--- config.mk ---
export PLATFORM = sky130hd
export DESIGN_NAME = sdram_rw_arbiter
export DESIGN_NICKNAME = d
export VERILOG_FILES = /design/src/rtl/sdram_rw_arbiter.sv
export SDC_FILE = /design/constraint.sdc
export NUM_CORES = 1
export LEC_CHECK = 0
export CORE_UTILIZATION = 27
export CTS_CLUSTER_DIAMETER = 100
export DETAILED_ROUTE_END_ITERATION = 8
export PLACE_DENSITY = 0.62
export SYNTH_ARGS = -nofsm -noshare
export SYNTH_HDL_FRONTEND = slang
export SYNTH_SLANG_ARGS = --single-unit
--- constraint.sdc ---
create_clock -name clk -period 2.3 [get_ports clk]
set_input_delay 0.46 -clock clk [delete_from_list [all_inputs] [get_ports clk]]
set_output_delay 0.46 -clock clk [all_outputs]
set_load 0.05 [all_outputs]
--- src/rtl/sdram_rw_arbiter.sv ---
// Burst arbiter feeding the SDRAM interface: write FIFO -> SDRAM and SDRAM -> read FIFO,
// with round-robin grant and wrapping frame addresses. Optional macro SDRAM_PINGPONG_EN.
//
// state      | meaning
// -----------+---------------------------------------------------------
// ST_IDLE    | no burst active; pick write or read for the next burst
// ST_WR_REQ  | write request held until the interface acks
// ST_WR_DATA | popping write FIFO words on each ack cycle
// ST_RD_REQ  | read request held until the interface acks
// ST_RD_DATA | counting returned read words into the read FIFO
module sdram_rw_arbiter #(
    parameter int BURST_LEN     = 8,
    parameter int FRAME_WORDS   = 307200,
    parameter int RD_FIFO_DEPTH = 512,
    parameter int FIFO_UW       = 10
) (
    input  logic               clk,
    input  logic               rst,
    input  logic [FIFO_UW-1:0] wr_fifo_usedw,
    input  logic [15:0]        wr_fifo_rdata,
    output logic               wr_fifo_rd,
    input  logic [FIFO_UW-1:0] rd_fifo_usedw,
    output logic               rd_fifo_wr,
    output logic [15:0]        rd_fifo_wdata,
    input  logic               rd_enable,
    output logic               intf_wr_req,
    output logic               intf_rd_req,
    output logic [24:0]        intf_rw_addr,
    output logic [15:0]        intf_wr_data,
    input  logic               intf_ack,
    input  logic [15:0]        intf_rd_data,
    input  logic               intf_rd_data_vld,
    output logic               wr_frame_done,
    output logic               rd_frame_done
);

    typedef enum logic [2:0] {
        ST_IDLE,
        ST_WR_REQ,
        ST_WR_DATA,
        ST_RD_REQ,
        ST_RD_DATA
    } state_t;

    localparam int                 BEAT_W     = $clog2(BURST_LEN + 1);
    localparam logic [BEAT_W-1:0]  BEATS_FULL = BEAT_W'(BURST_LEN);
    localparam logic [BEAT_W-1:0]  BEAT_ONE   = BEAT_W'(1);
    localparam logic [FIFO_UW-1:0] WR_MIN     = FIFO_UW'(BURST_LEN);
    localparam logic [FIFO_UW-1:0] RD_MAX     = FIFO_UW'(RD_FIFO_DEPTH - BURST_LEN);
    localparam logic [22:0]        ADDR_STEP  = 23'(BURST_LEN);
    localparam logic [22:0]        ADDR_LAST  = 23'(FRAME_WORDS - BURST_LEN);

    state_t              state_q, state_d;
    logic [BEAT_W-1:0]   beats_q, beats_d;
    logic [22:0]         wr_addr_q, wr_addr_d;
    logic [22:0]         rd_addr_q, rd_addr_d;
    logic                last_wr_q, last_wr_d;
    logic                wr_req_q, wr_req_d;
    logic                rd_req_q, rd_req_d;
    logic                wr_done_q, wr_done_d;
    logic                rd_done_q, rd_done_d;

`ifdef SDRAM_PINGPONG_EN
    logic                wr_bank_q, wr_bank_d;
    logic                rd_bank_q, rd_bank_d;
    logic                full_bank_q, full_bank_d;
`endif

    logic wr_ok, rd_ok, wr_side, rd_side, wr_pop, rd_beat, wr_wrap, rd_wrap;
    logic [1:0] bank_sel;

    assign wr_ok   = (wr_fifo_usedw >= WR_MIN);
    assign rd_ok   = rd_enable && (rd_fifo_usedw <= RD_MAX);
    assign wr_side = (state_q == ST_WR_REQ) || (state_q == ST_WR_DATA);
    assign rd_side = (state_q == ST_RD_REQ) || (state_q == ST_RD_DATA);
    assign wr_pop  = intf_ack && wr_side;
    assign rd_beat = intf_rd_data_vld && rd_side;
    assign wr_wrap = (wr_addr_q == ADDR_LAST);
    assign rd_wrap = (rd_addr_q == ADDR_LAST);

    always_comb begin
        state_d   = state_q;
        beats_d   = beats_q;
        wr_addr_d = wr_addr_q;
        rd_addr_d = rd_addr_q;
        last_wr_d = last_wr_q;
        wr_done_d = 1'b0;
        rd_done_d = 1'b0;
`ifdef SDRAM_PINGPONG_EN
        wr_bank_d   = wr_bank_q;
        rd_bank_d   = rd_bank_q;
        full_bank_d = full_bank_q;
`endif
        unique case (state_q)
            ST_IDLE: begin
                // last_wr_q clear after reset, so write wins the first tie
                if (wr_ok && (!rd_ok || !last_wr_q)) begin
                    state_d   = ST_WR_REQ;
                    last_wr_d = 1'b1;
                    beats_d   = BEATS_FULL;
                end else if (rd_ok) begin
                    state_d   = ST_RD_REQ;
                    last_wr_d = 1'b0;
                    beats_d   = BEATS_FULL;
                end
            end
            ST_WR_REQ, ST_WR_DATA: begin
                if (wr_pop) begin
                    beats_d = beats_q - BEAT_ONE;
                    if (beats_q == BEAT_ONE) begin
                        state_d   = ST_IDLE;
                        wr_addr_d = wr_wrap ? '0 : wr_addr_q + ADDR_STEP;
                        wr_done_d = wr_wrap;
`ifdef SDRAM_PINGPONG_EN
                        if (wr_wrap) begin
                            full_bank_d = wr_bank_q;
                            wr_bank_d   = ~wr_bank_q;
                        end
`endif
                    end else begin
                        state_d = ST_WR_DATA;
                    end
                end
            end
            ST_RD_REQ, ST_RD_DATA: begin
                if (rd_beat) begin
                    beats_d = beats_q - BEAT_ONE;
                end
                if (rd_beat && (beats_q == BEAT_ONE)) begin
                    state_d   = ST_IDLE;
                    rd_addr_d = rd_wrap ? '0 : rd_addr_q + ADDR_STEP;
                    rd_done_d = rd_wrap;
`ifdef SDRAM_PINGPONG_EN
                    if (rd_wrap) begin
                        rd_bank_d = full_bank_q;
                    end
`endif
                end else if ((state_q == ST_RD_REQ) && intf_ack) begin
                    state_d = ST_RD_DATA;
                end
            end
            default: state_d = ST_IDLE;
        endcase
        wr_req_d = (state_d == ST_WR_REQ);
        rd_req_d = (state_d == ST_RD_REQ);
    end

    always_ff @(posedge clk or posedge rst) begin
        if (rst) begin
            state_q   <= ST_IDLE;
            beats_q   <= '0;
            wr_addr_q <= '0;
            rd_addr_q <= '0;
            last_wr_q <= 1'b0;
            wr_req_q  <= 1'b0;
            rd_req_q  <= 1'b0;
            wr_done_q <= 1'b0;
            rd_done_q <= 1'b0;
        end else begin
            state_q   <= state_d;
            beats_q   <= beats_d;
            wr_addr_q <= wr_addr_d;
            rd_addr_q <= rd_addr_d;
            last_wr_q <= last_wr_d;
            wr_req_q  <= wr_req_d;
            rd_req_q  <= rd_req_d;
            wr_done_q <= wr_done_d;
            rd_done_q <= rd_done_d;
        end
    end

`ifdef SDRAM_PINGPONG_EN
    always_ff @(posedge clk or posedge rst) begin
        if (rst) begin
            wr_bank_q   <= 1'b0;
            rd_bank_q   <= 1'b1;
            full_bank_q <= 1'b0;
        end else begin
            wr_bank_q   <= wr_bank_d;
            rd_bank_q   <= rd_bank_d;
            full_bank_q <= full_bank_d;
        end
    end

    assign bank_sel = wr_side ? {1'b0, wr_bank_q} :
                      rd_side ? {1'b0, rd_bank_q} : 2'b00;
`else
    assign bank_sel = 2'b00;
`endif

    assign intf_wr_req   = wr_req_q;
    assign intf_rd_req   = rd_req_q;
    assign intf_rw_addr  = {bank_sel, (wr_side ? wr_addr_q : rd_addr_q)};
    assign intf_wr_data  = wr_fifo_rdata;
    assign wr_fifo_rd    = wr_pop;
    assign rd_fifo_wr    = intf_rd_data_vld;
    assign rd_fifo_wdata = intf_rd_data;
    assign wr_frame_done = wr_done_q;
    assign rd_frame_done = rd_done_q;

endmodule
==> results of run 1 <==
[through the flow]
step                      cells  total power [µW]  utilization (%)
after floorplan             365              2550                -
after global placement      550              3180             34.1
after detailed placement    550              3200             34.1
after CTS                   557              3970             35.3
after global routing        557              4170             35.3
final                       557              3950             35.3
[repair_timing]
item	in CTS	in global routing
gates resized for setup	0	1
setup endpoints to repair	0	1
hold buffers	0	0
[cell usage in the layout (no fill, tap or decap), types with 15 or more instances in the layout]
cell type / netlist / layout
dfrtp_1: 52 / 52
nand4_1: 15 / 15
nand3_1: 15 / 15
clkdlybuf4s50_1: 0 / 25
buf_4: 41 / 19
buf_12: 0 / 24
mux2_2: 18 / 18
nand2_1: 24 / 24
nor2_1: 20 / 20
xor2_1: 15 / 15
[power by group]
| group | switching [µW] | internal [µW] | leakage, µW |
|---|---|---|---|
| Clock | 329 | 430 | 0.0000729 |
| Sequential | 92.9 | 1020 | 0.000691 |
| Combinational | 1120 | 954 | 0.00103 |
[kinds of logic (layout without fill, tap and decap cells)]
logic type / count (synthesis) / count (layout) / share of synthesized area (%)
other: 1 / 5 / 0.110
multiplexers: 20 / 20 / 6.52
XOR/XNOR: 26 / 26 / 6.67
flip-flops: 52 / 52 / 38.1
AND/OR/NAND/NOR: 139 / 139 / 23.7
buffers and inverters: 61 / 85 / 11.8
adder cells (fa/ha/maj): 4 / 4 / 1.47
AO/OA/AOI/OAI: 58 / 58 / 11.7
[sequential cells by signal (all words and copies together) (netlist names)]
name,flops
wr_addr_q,20
rd_addr_q,20
rd_frame_done,1
intf_wr_req,1
state_q,3
last_wr_q,1
beats_q,4
intf_rd_req,1
wr_frame_done,1
[area by class of cell]
cell class	count	area [µm²]	share of cell area, %
inverter	10	37.5	0.874
clock buffer	6	139	3.23
tap	168	210	4.89
sequential	52	1300	30.3
timing repair buffer	68	873	20.3
multi-input combinational	252	1730	40.2
clock inverter	1	8.76	0.204
[worst max path at each step]
stage | from | to | slack, ns
final | state_q[1] | intf_rw_addr[11] | 0.07
after global routing | state_q[1] | intf_rw_addr[9] | 0.005
after CTS | state_q[1] | intf_rw_addr[12] | 0.07
after detailed placement | intf_rd_data_vld | rd_addr_q[11] | 0.11
after global placement | intf_rd_data_vld | rd_addr_q[11] | 0.08
after floorplan | state_q[1] | intf_rw_addr[12] | -0.31
[per-layer routing]
metal,part of all wire (%),GRT usage (%),vias to the layer above,wire [µm]
met2,48,21.8,83,3790
met3,4.9,2.38,14,384
met1,46,16.8,1355,3620
li1,-,-,1331,-
met5,0,0,-,0
met4,1.0,3.38,0,80
==> impl_metrics.csv, run 1 <==
group,metric,value,unit
status,status,"finished clean",
layout,num_antenna_cells,0,
job,cap_violations,0,
route,ant_nets,0,
sta,worst_slew_pin_slew,0.637,ns
sta,rsz0062_at_grt,"no",
logic_synthesis,synth_ff_type,"dfrtp_1",
route,drt_wl_total,7.87,mm
power,p_per_area,918,mW/mm²
route,vias_per_cell,5.00,
logic_synthesis,synthTopCellsByCount,"52 x dfrtp_1, 41 x buf_4, 24 x nand2_1",
route,vias,2783,
route,first_pass_iters,4,
logic_synthesis,yosys-top-cells-area,"dfrtp_1 38%, buf_4 9.0%, mux2_2 5.9%",
sta,min_period,2.23,ns
place,dp_hpwl,5.78,mm
floorplanning,dieHeight,114,µm
cts,cts_buffer_depth,2,
critical_path,crit_cells,5,
layout,nFillCells,1239,
logic_synthesis,synth.distinct_cells,61,
critical_path,r2r_end,"rd_addr_q[13]",
route,wire_per_inst,14.1,µm
cts,cts_buffers,5,
sta,fin_skew,0.00548,ns
critical_path,reg2reg_slack,0.36,ns
floorplanning,dieArea,0.0131,mm²
logic_synthesis,async_flop_share,100,%
layout,drive_gt1_share,21.1,%
logic_synthesis,synth_most_common_cell,"dfrtp_1",
floorplanning,num_rows,40,
floorplanning,core-area,0.0122,mm²
logic_synthesis,netlist_instances,361,
critical_path,cp_max_fo,22,
layout,nNetsFinal,450,
global_route,antenna_found_initial,0,
place,port_buffers,47,
cts,clk_pin_slew_worst_paths,0.06,ns
sta,timing.fmax,449,MHz
logic_synthesis,synth_top_area_share,38.1,%
critical_path,path_cells,"xnor2_1 > nor2_1 > buf_12 > mux2_2 > buf_12",
global_route,grt.total_usage,12.9,%
critical_path,cpPeakStageDelay,0.39,ns
cts,cts-root-buf,"clkbuf_16",
sta,timing.final.ws_setup,0.0749,ns
critical_path,reg2reg_depth,5,
sta,holdWs,0.509,ns
place,post_dp_cell_area,0.00415,mm²
global_route,grt_pass1_vias,2803,
power,vdd_ir_drop_max,0.000673,V
floorplanning,fp.dieW,114,µm
place,place.gp.congestion,0.843,
hold_path,min_path_type,"register to register",
sta,final-setup-viol-count,0,
layout,area_growth,25.8,%
cts,insertion_delay,0.29,ns
critical_path,crit_path_start_kind,"register",
logic_synthesis,synth_edf_count,0,
sta,maxSlewViolCount,0,
cts,clkSinkCount,52,
cts,cts_tree,"yes",
critical_path,critPathKind,"register to primary output",
sta,finalHoldViolations,0,
cts,post-cts-setup-buffers,0,
sta,setup-tns-final,0,ns
route,first_iter_violations,96,
critical_path,crit_family,"flip-flops",
power,p_leak,0.00180,µW
critical_path,worstPathArrival,1.77,ns
critical_path,crit_buf_inv,2,
critical_path,cp-end-kind,"primary output",
logic_synthesis,avgSynthCellArea,9.46,µm²
sta,slew_headroom,57.2,%
global_route,grt_overflow_total,0,
critical_path,slowest_stage,"dfrtp_1",
floorplanning,start_util,28.1,%
logic_synthesis,yosys_warnings,0,
cts,h-tree-depth,2,
logic_synthesis,synth_seq_cells,52,
critical_path,cp.required,1.84,ns
hold_path,min-delay-start,"last_wr_q",
critical_path,cpMostUsedCell,"buf_12",
sta,finalCritPeriodShare,96.7,%
global_route,grt_max_degree,53,
logic_synthesis,yosysSeqAreaShare,38.1,%
hold_path,hold_path_depth,1,
global_route,grt_pass1_wl,13.5,mm
logic_synthesis,synth_top_area_cell,"dfrtp_1",
logic_synthesis,syn_area,0.00341,mm²
route,drc,0,
hold_path,hold_end,"last_wr_q",
critical_path,reg2reg_from,"state_q[1]",
floorplanning,ioPinCount,120,
layout,finalInstanceArea,0.00430,mm²
place,dpl_worst_slack,0.110,ns
Note: power is estimated with default switching activity, not from simulation.
==> run 2, diff against run 1 <==
--- a/config.mk
+++ b/config.mk
@@ -5,10 +5,12 @@
 export SDC_FILE = /design/constraint.sdc
 export NUM_CORES = 1
 export LEC_CHECK = 0
-export CORE_UTILIZATION = 27
+export CORE_UTILIZATION = 46
 export CTS_CLUSTER_DIAMETER = 100
 export DETAILED_ROUTE_END_ITERATION = 8
-export PLACE_DENSITY = 0.62
+export PLACE_DENSITY = 0.9
+export SETUP_SLACK_MARGIN = 0.05
+export SLEW_MARGIN = 20
 export SYNTH_ARGS = -nofsm -noshare
 export SYNTH_HDL_FRONTEND = slang
 export SYNTH_SLANG_ARGS = --single-unit
==> run 2 against run 1 <==
Compared with the run above:
- sequential power hardly changed
- first-iteration DRC count grew to 3.0 times the previous value
- largest power group unchanged
- fmax is 2.2% lower
- non-clock buffer count is 6 higher
- final cell count is 11% lower
- sequential share of layout area is 0.44 points lower
- final area is 1.7% higher
- count of clock-buffer cells in the layout is 1 lower
- clock power is 16% lower
- highest routed layer unchanged
- via count is 4.1% higher
- total power is 13% higher
==> impl_metrics.csv, run 2 (synthesis gave the netlist of run 1 again) <==
group,metric,value,unit
status,status,"finished clean",
cts,cts_tree,"yes",
floorplanning,dieHeight,88.2,µm
layout,layout_common_cells,"50 x dfrtp_1, 25 x clkdlybuf4s50_1, 24 x nand2_1, 24 x buf_12, 20 x buf_4",
power,power_switching,1750,µW
sta,slew_headroom,62.6,%
route,first_pass_iters,5,
critical_path,crit_buf_inv,3,
power,p_per_area,1020,mW/mm²
sta,finalHoldViolations,0,
place,dp_hpwl,5.74,mm
sta,rsz0062_at_grt,"yes",
power,vdd_ir_drop_max,0.000883,V
floorplanning,dieArea,0.00777,mm²
critical_path,slowest_stage,"dfrtp_2",
cts,cts_hold_buffers,0,
layout,area_growth,27.9,%
power,p_comb_share,60.3,%
layout,utilization,60.5,%
route,wire_per_inst,17.3,µm
hold_path,min_path_type,"input pin to asynchronous set/reset pin",
place,dpl_worst_slack,0.0766,ns
floorplanning,start_util,47.3,%
power,swShare,39.2,%
cts,clkSinkCount,52,
layout,drive_gt1_share,23.7,%
floorplanning,core-area,0.00721,mm²
layout,nFillCells,593,
power,p_int,2720,µW
critical_path,crit_path_start_kind,"register",
route,first_iter_violations,290,
global_route,grt.total_usage,23.5,%
critical_path,critPathKind,"register to primary output",
place,port_buffers,47,
cts,h-tree-depth,2,
global_route,grt_overflow_total,0,
global_route,grt_max_degree,53,
route,ant_nets,0,
sta,final-setup-viol-count,0,
cts,cts_buffer_depth,2,
critical_path,reg2reg_from,"state_q[0]",
power,p_leak,0.00188,µW
sta,worst_slew_pin_slew,0.557,ns
job,cap_violations,0,
global_route,antenna_found_initial,0,
cts,insertion_delay,0.31,ns
layout,reg_top3,"rd_addr_q x20, wr_addr_q x20, beats_q x4",
cts,clk_pin_slew_worst_paths,0.10,ns
route,drt_wl_total,8.56,mm
route,vias,2897,
route,drc,0,
sta,timing.fmax,440,MHz
power,power,4480,µW
critical_path,path_cells,"xnor2_2 > nor2_2 > buf_6 > clkbuf_16 > mux2_4 > buf_12",
critical_path,cpPeakStageDelay,0.44,ns
sta,maxSlewViolCount,0,
power,pwr-share-clk,14.2,%
critical_path,worstPathArrival,1.81,ns
sta,timing.final.ws_setup,0.0260,ns
sta,fin_skew,0.0110,ns
layout,num_antenna_cells,0,
global_route,grt_pass1_vias,2964,
critical_path,cp-end-kind,"primary output",
route,vias_per_cell,5.85,
critical_path,crit_family,"buffers and inverters",
place,place.gp.congestion,0.937,
critical_path,cp.required,1.84,ns
floorplanning,fp.dieW,88.2,µm
layout,nNetsFinal,456,
floorplanning,ioPinCount,120,
power,p_seq_share,25.5,%
cts,cts-root-buf,"clkbuf_8",
sta,finalCritPeriodShare,98.9,%
global_route,grt_pass1_wl,14.0,mm
floorplanning,num_rows,31,
critical_path,critPathLaunch,"state_q[1]",
critical_path,cp_max_fo,5,
sta,min_period,2.27,ns
layout,final_common_cell,"dfrtp_1",
cts,cts_buffers,5,
[run 2: changes by cell type in the layout (fill, tap and decap cells not counted), moves of 4 or more]
cell,change
clkbuf_16,-4
clkbuf_8,+4
mux2_2,-18
mux2_4,+18
[run 2: what timing repair did]
item	4_1_cts	5_1_grt
gates cloned	2	1
pin swaps	1	2
setup buffers	4	0
resized for setup	25	4
endpoints found under the setup margin	20	21
hold endpoints to repair	0	0
[run 2: final timing paths]
| check | slack [ns] | to | cells past startpoint |
|---|---|---|---|
| setup / recovery | 0.03 | intf_rw_addr[3] | 6 |
| hold / removal | 0.50 | beats_q[1] | 3 |
| setup reg to reg | 0.20 | rd_addr_q[18] | 5 |
| hold reg to reg | 0.54 | wr_addr_q[22] | 1 |
| max in group asynchronous | 1.56 | rd_addr_q[8] | 3 |
| min in group clk | 0.54 | wr_addr_q[22] | 1 |
[run 2: area by class of cell]
class,count,area [µm²],area share [%]
multi-input combinational,252,1810,41.4
sequential,52,1300,29.8
timing repair buffer,74,983,22.5
tap,99,124,2.84
clock buffer,5,68.8,1.58
clock inverter,3,42.5,0.974
inverter,10,37.5,0.859
[run 2: metrics by stage]
step	cell area, µm²	cells	TNS [ns]	hold slack (ns)
2_1_floorplan	3430	365	-0.621	0.462
3_3_place_gp	4060	480	0	0.485
3_5_place_dp	4060	480	0	0.509
4_1_cts	4330	494	-0.00405	0.505
5_1_grt	4370	495	-0.369	0.526
6_report	4370	495	0	0.500
[run 2: layer usage]
metal	global-route usage (%)	up-vias	wire length, µm
li1	-	1338	-
met1	28.3	1400	3500
met2	40.8	131	4300
met3	5.00	28	515
met4	9.82	0	244
met5	0	-	0
[run 2: worst register-to-register path: stages (launching register included)]
cell	delay, ns
dfrtp_1	0.40
buf_4	0.19
and3b_2	0.32
o2111ai_4	0.33
or4_1	0.60
a21oi_1	0.18
[run 2: power by group through the flow]
| stage | Clock, µW | Combinational [µW] | Sequential (µW) |
|---|---|---|---|
| 2_1_floorplan | 0 | 1400 | 1150 |
| 3_3_place_gp | 0 | 1990 | 1150 |
| 3_5_place_dp | 0 | 2020 | 1160 |
| 4_1_cts | 647 | 2550 | 1140 |
| 5_1_grt | 679 | 2840 | 1160 |
| 6_report | 635 | 2700 | 1140 |
==> run 3, diff against run 2 <==
--- a/config.mk
+++ b/config.mk
@@ -5,10 +5,10 @@
 export SDC_FILE = /design/constraint.sdc
 export NUM_CORES = 1
 export LEC_CHECK = 0
-export CORE_UTILIZATION = 46
+export CORE_UTILIZATION = 49
 export CTS_CLUSTER_DIAMETER = 100
 export DETAILED_ROUTE_END_ITERATION = 8
-export PLACE_DENSITY = 0.9
+export PLACE_DENSITY = 0.95
 export SETUP_SLACK_MARGIN = 0.05
 export SLEW_MARGIN = 20
 export SYNTH_ARGS = -nofsm -noshare
==> constraint.sdc (replaced) <==
create_clock -name clk -period 2.7 [get_ports clk]
set_input_delay 0.54 -clock clk [delete_from_list [all_inputs] [get_ports clk]]
set_output_delay 0.54 -clock clk [all_outputs]
set_load 0.05 [all_outputs]
==> run 3 against run 2 <==
Compared with the run above:
- sequential share of layout area is 2.3 points higher
- global-route usage shrank 1.1 points
- count of clock-buffer cells in the layout increased by 2
- first-iteration DRC count down 9.0%
- worst hold slack better by 0.011 ns
- sequential power decreased by 11%
- largest power group unchanged
- critical path type unchanged
- final area decreased by 7.2%
- clock power fell by 8.7%
==> impl_metrics.csv, run 3 (synthesis gave the netlist of run 1 again) <==
group,metric,value,unit
cts,h-tree-depth,2,
critical_path,crit_path_start_kind,"register",
power,power_switching,1280,µW
critical_path,critPathKind,"register to primary output",
layout,num_antenna_cells,0,
cts,clk_pin_slew_worst_paths,0.10,ns
sta,final-setup-viol-count,0,
cts,cts_buffer_depth,2,
critical_path,cp.required,2.16,ns
global_route,grt_pass1_wl,13.2,mm
power,p_seq_share,31.7,%
floorplanning,fp.dieW,85.5,µm
layout,area_growth,18.8,%
route,drc,0,
route,drt_wl_total,7.80,mm
route,vias_per_cell,6.20,
global_route,grt_pass1_vias,2820,
cts,cts_buffers,5,
place,post_dp_cell_area,0.00393,mm²
sta,maxSlewViolCount,0,
floorplanning,core-area,0.00676,mm²
route,first_iter_violations,264,
sta,setup-tns-final,0,ns
power,p_int,1900,µW
power,swShare,40.3,%
job,cap_violations,0,
route,vias,2851,
global_route,grt_overflow_total,0,
power,p_per_area,783,mW/mm²
cts,cts_tree,"yes",
sta,worst_slew_pin_slew,0.684,ns
power,p_leak,0.00172,µW
cts,clkSinkCount,52,
place,place.gp.congestion,0.927,
layout,nNetsFinal,440,
sta,rsz0062_at_grt,"no",
cts,cts-root-buf,"clkbuf_8",
floorplanning,start_util,50.5,%
status,status,"finished clean",
hold_path,hold_path_depth,1,
critical_path,worstPathArrival,1.96,ns
global_route,grt.total_usage,22.4,%
critical_path,reg2reg_depth,7,
hold_path,min_path_type,"register to register",
global_route,grt_max_degree,33,
sta,slew_headroom,54.1,%
sta,finalHoldViolations,0,
sta,timing.fmax,400,MHz
route,wire_per_inst,16.9,µm
power,vdd_ir_drop_max,0.000818,V
floorplanning,dieHeight,85.5,µm
layout,layout_common_cells,"50 x dfrtp_1, 25 x clkdlybuf4s50_1, 24 x nand2_1",
critical_path,cp-end-kind,"primary output",
global_route,antenna_found_initial,0,
route,first_pass_iters,5,
power,pwr-share-clk,18.3,%
sta,finalCritPeriodShare,92.6,%
critical_path,cp_max_fo,22,
place,dp_hpwl,5.85,mm
place,port_buffers,47,
cts,insertion_delay,0.30,ns
floorplanning,ioPinCount,120,
route,ant_nets,0,
floorplanning,dieArea,0.00731,mm²
layout,finalInstanceArea,0.00406,mm²
power,p_comb_share,50.0,%
floorplanning,num_rows,30,
layout,reg_top3,"rd_addr_q x20, wr_addr_q x20, beats_q x4",
sta,fin_skew,0.00900,ns
layout,drive_gt1_share,19.7,%
layout,final_common_cell,"dfrtp_1",
sta,min_period,2.50,ns
run 3: metrics by stage:
step | std cells | power [µW] | hold WS (ns) | setup slack [ns] | util, %
after global routing | 460 | 3350 | 0.555 | 0.0871 | 60.0
after global placement | 452 | 2540 | 0.483 | 0.364 | 58.1
after floorplan | 365 | 2170 | 0.462 | 0.00944 | -
after detailed placement | 452 | 2600 | 0.498 | 0.288 | 58.1
after CTS | 460 | 3190 | 0.511 | 0.128 | 60.0
final | 460 | 3180 | 0.511 | 0.198 | 60.0
run 3: cell type report:
type / instances / area, µm²
Tap cell: 80 / 100
Multi-Input combinational cell: 252 / 1730
Fill cell: 558 / 2700
Sequential cell: 52 / 1300
Clock buffer: 7 / 96.3
Timing Repair Buffer: 58 / 761
Inverter: 10 / 37.5
Clock inverter: 1 / 30.0
run 3: power groups by stage:
stage / Sequential, µW / Clock, µW / Combinational, µW
2_1_floorplan: 977 / 0 / 1190
3_3_place_gp: 1010 / 0 / 1530
3_5_place_dp: 1020 / 0 / 1580
4_1_cts: 1000 / 596 / 1590
5_1_grt: 1030 / 632 / 1690
6_report: 1010 / 580 / 1590
run 3: repair_timing:
item                       CTS  global route
setup endpoints to repair    0            19
hold buffers                 0             0
gates resized for setup      0             2
setup buffers                0             0
run 3: routing by layer:
metal	global-route usage, %	part of all wire (%)	vias to the layer above
li1	-	-	1312
met5	0	0	-
met3	3.31	6.3	18
met2	39.1	51	155
met4	7.58	1.4	0
met1	28.6	41	1366
run 3: final timing paths:
kind | startpoint | to | slack [ns]
max | state_q[1] | intf_rw_addr[6] | 0.20
min | wr_addr_q[22] | wr_addr_q[22] | 0.51
max reg2reg | beats_q[1] | wr_addr_q[11] | 0.43
min reg2reg | wr_addr_q[22] | wr_addr_q[22] | 0.51
max in group asynchronous | rst | state_q[0] | 1.41
min in group asynchronous | rst | rd_frame_done | 0.65
run 3: worst max-delay path: stages (launching register included):
cell,delay [ns]
dfrtp_2,0.51
xnor2_1,0.17
nor2_1,0.10
buf_4,0.29
mux2_2,0.42
buf_12,0.16
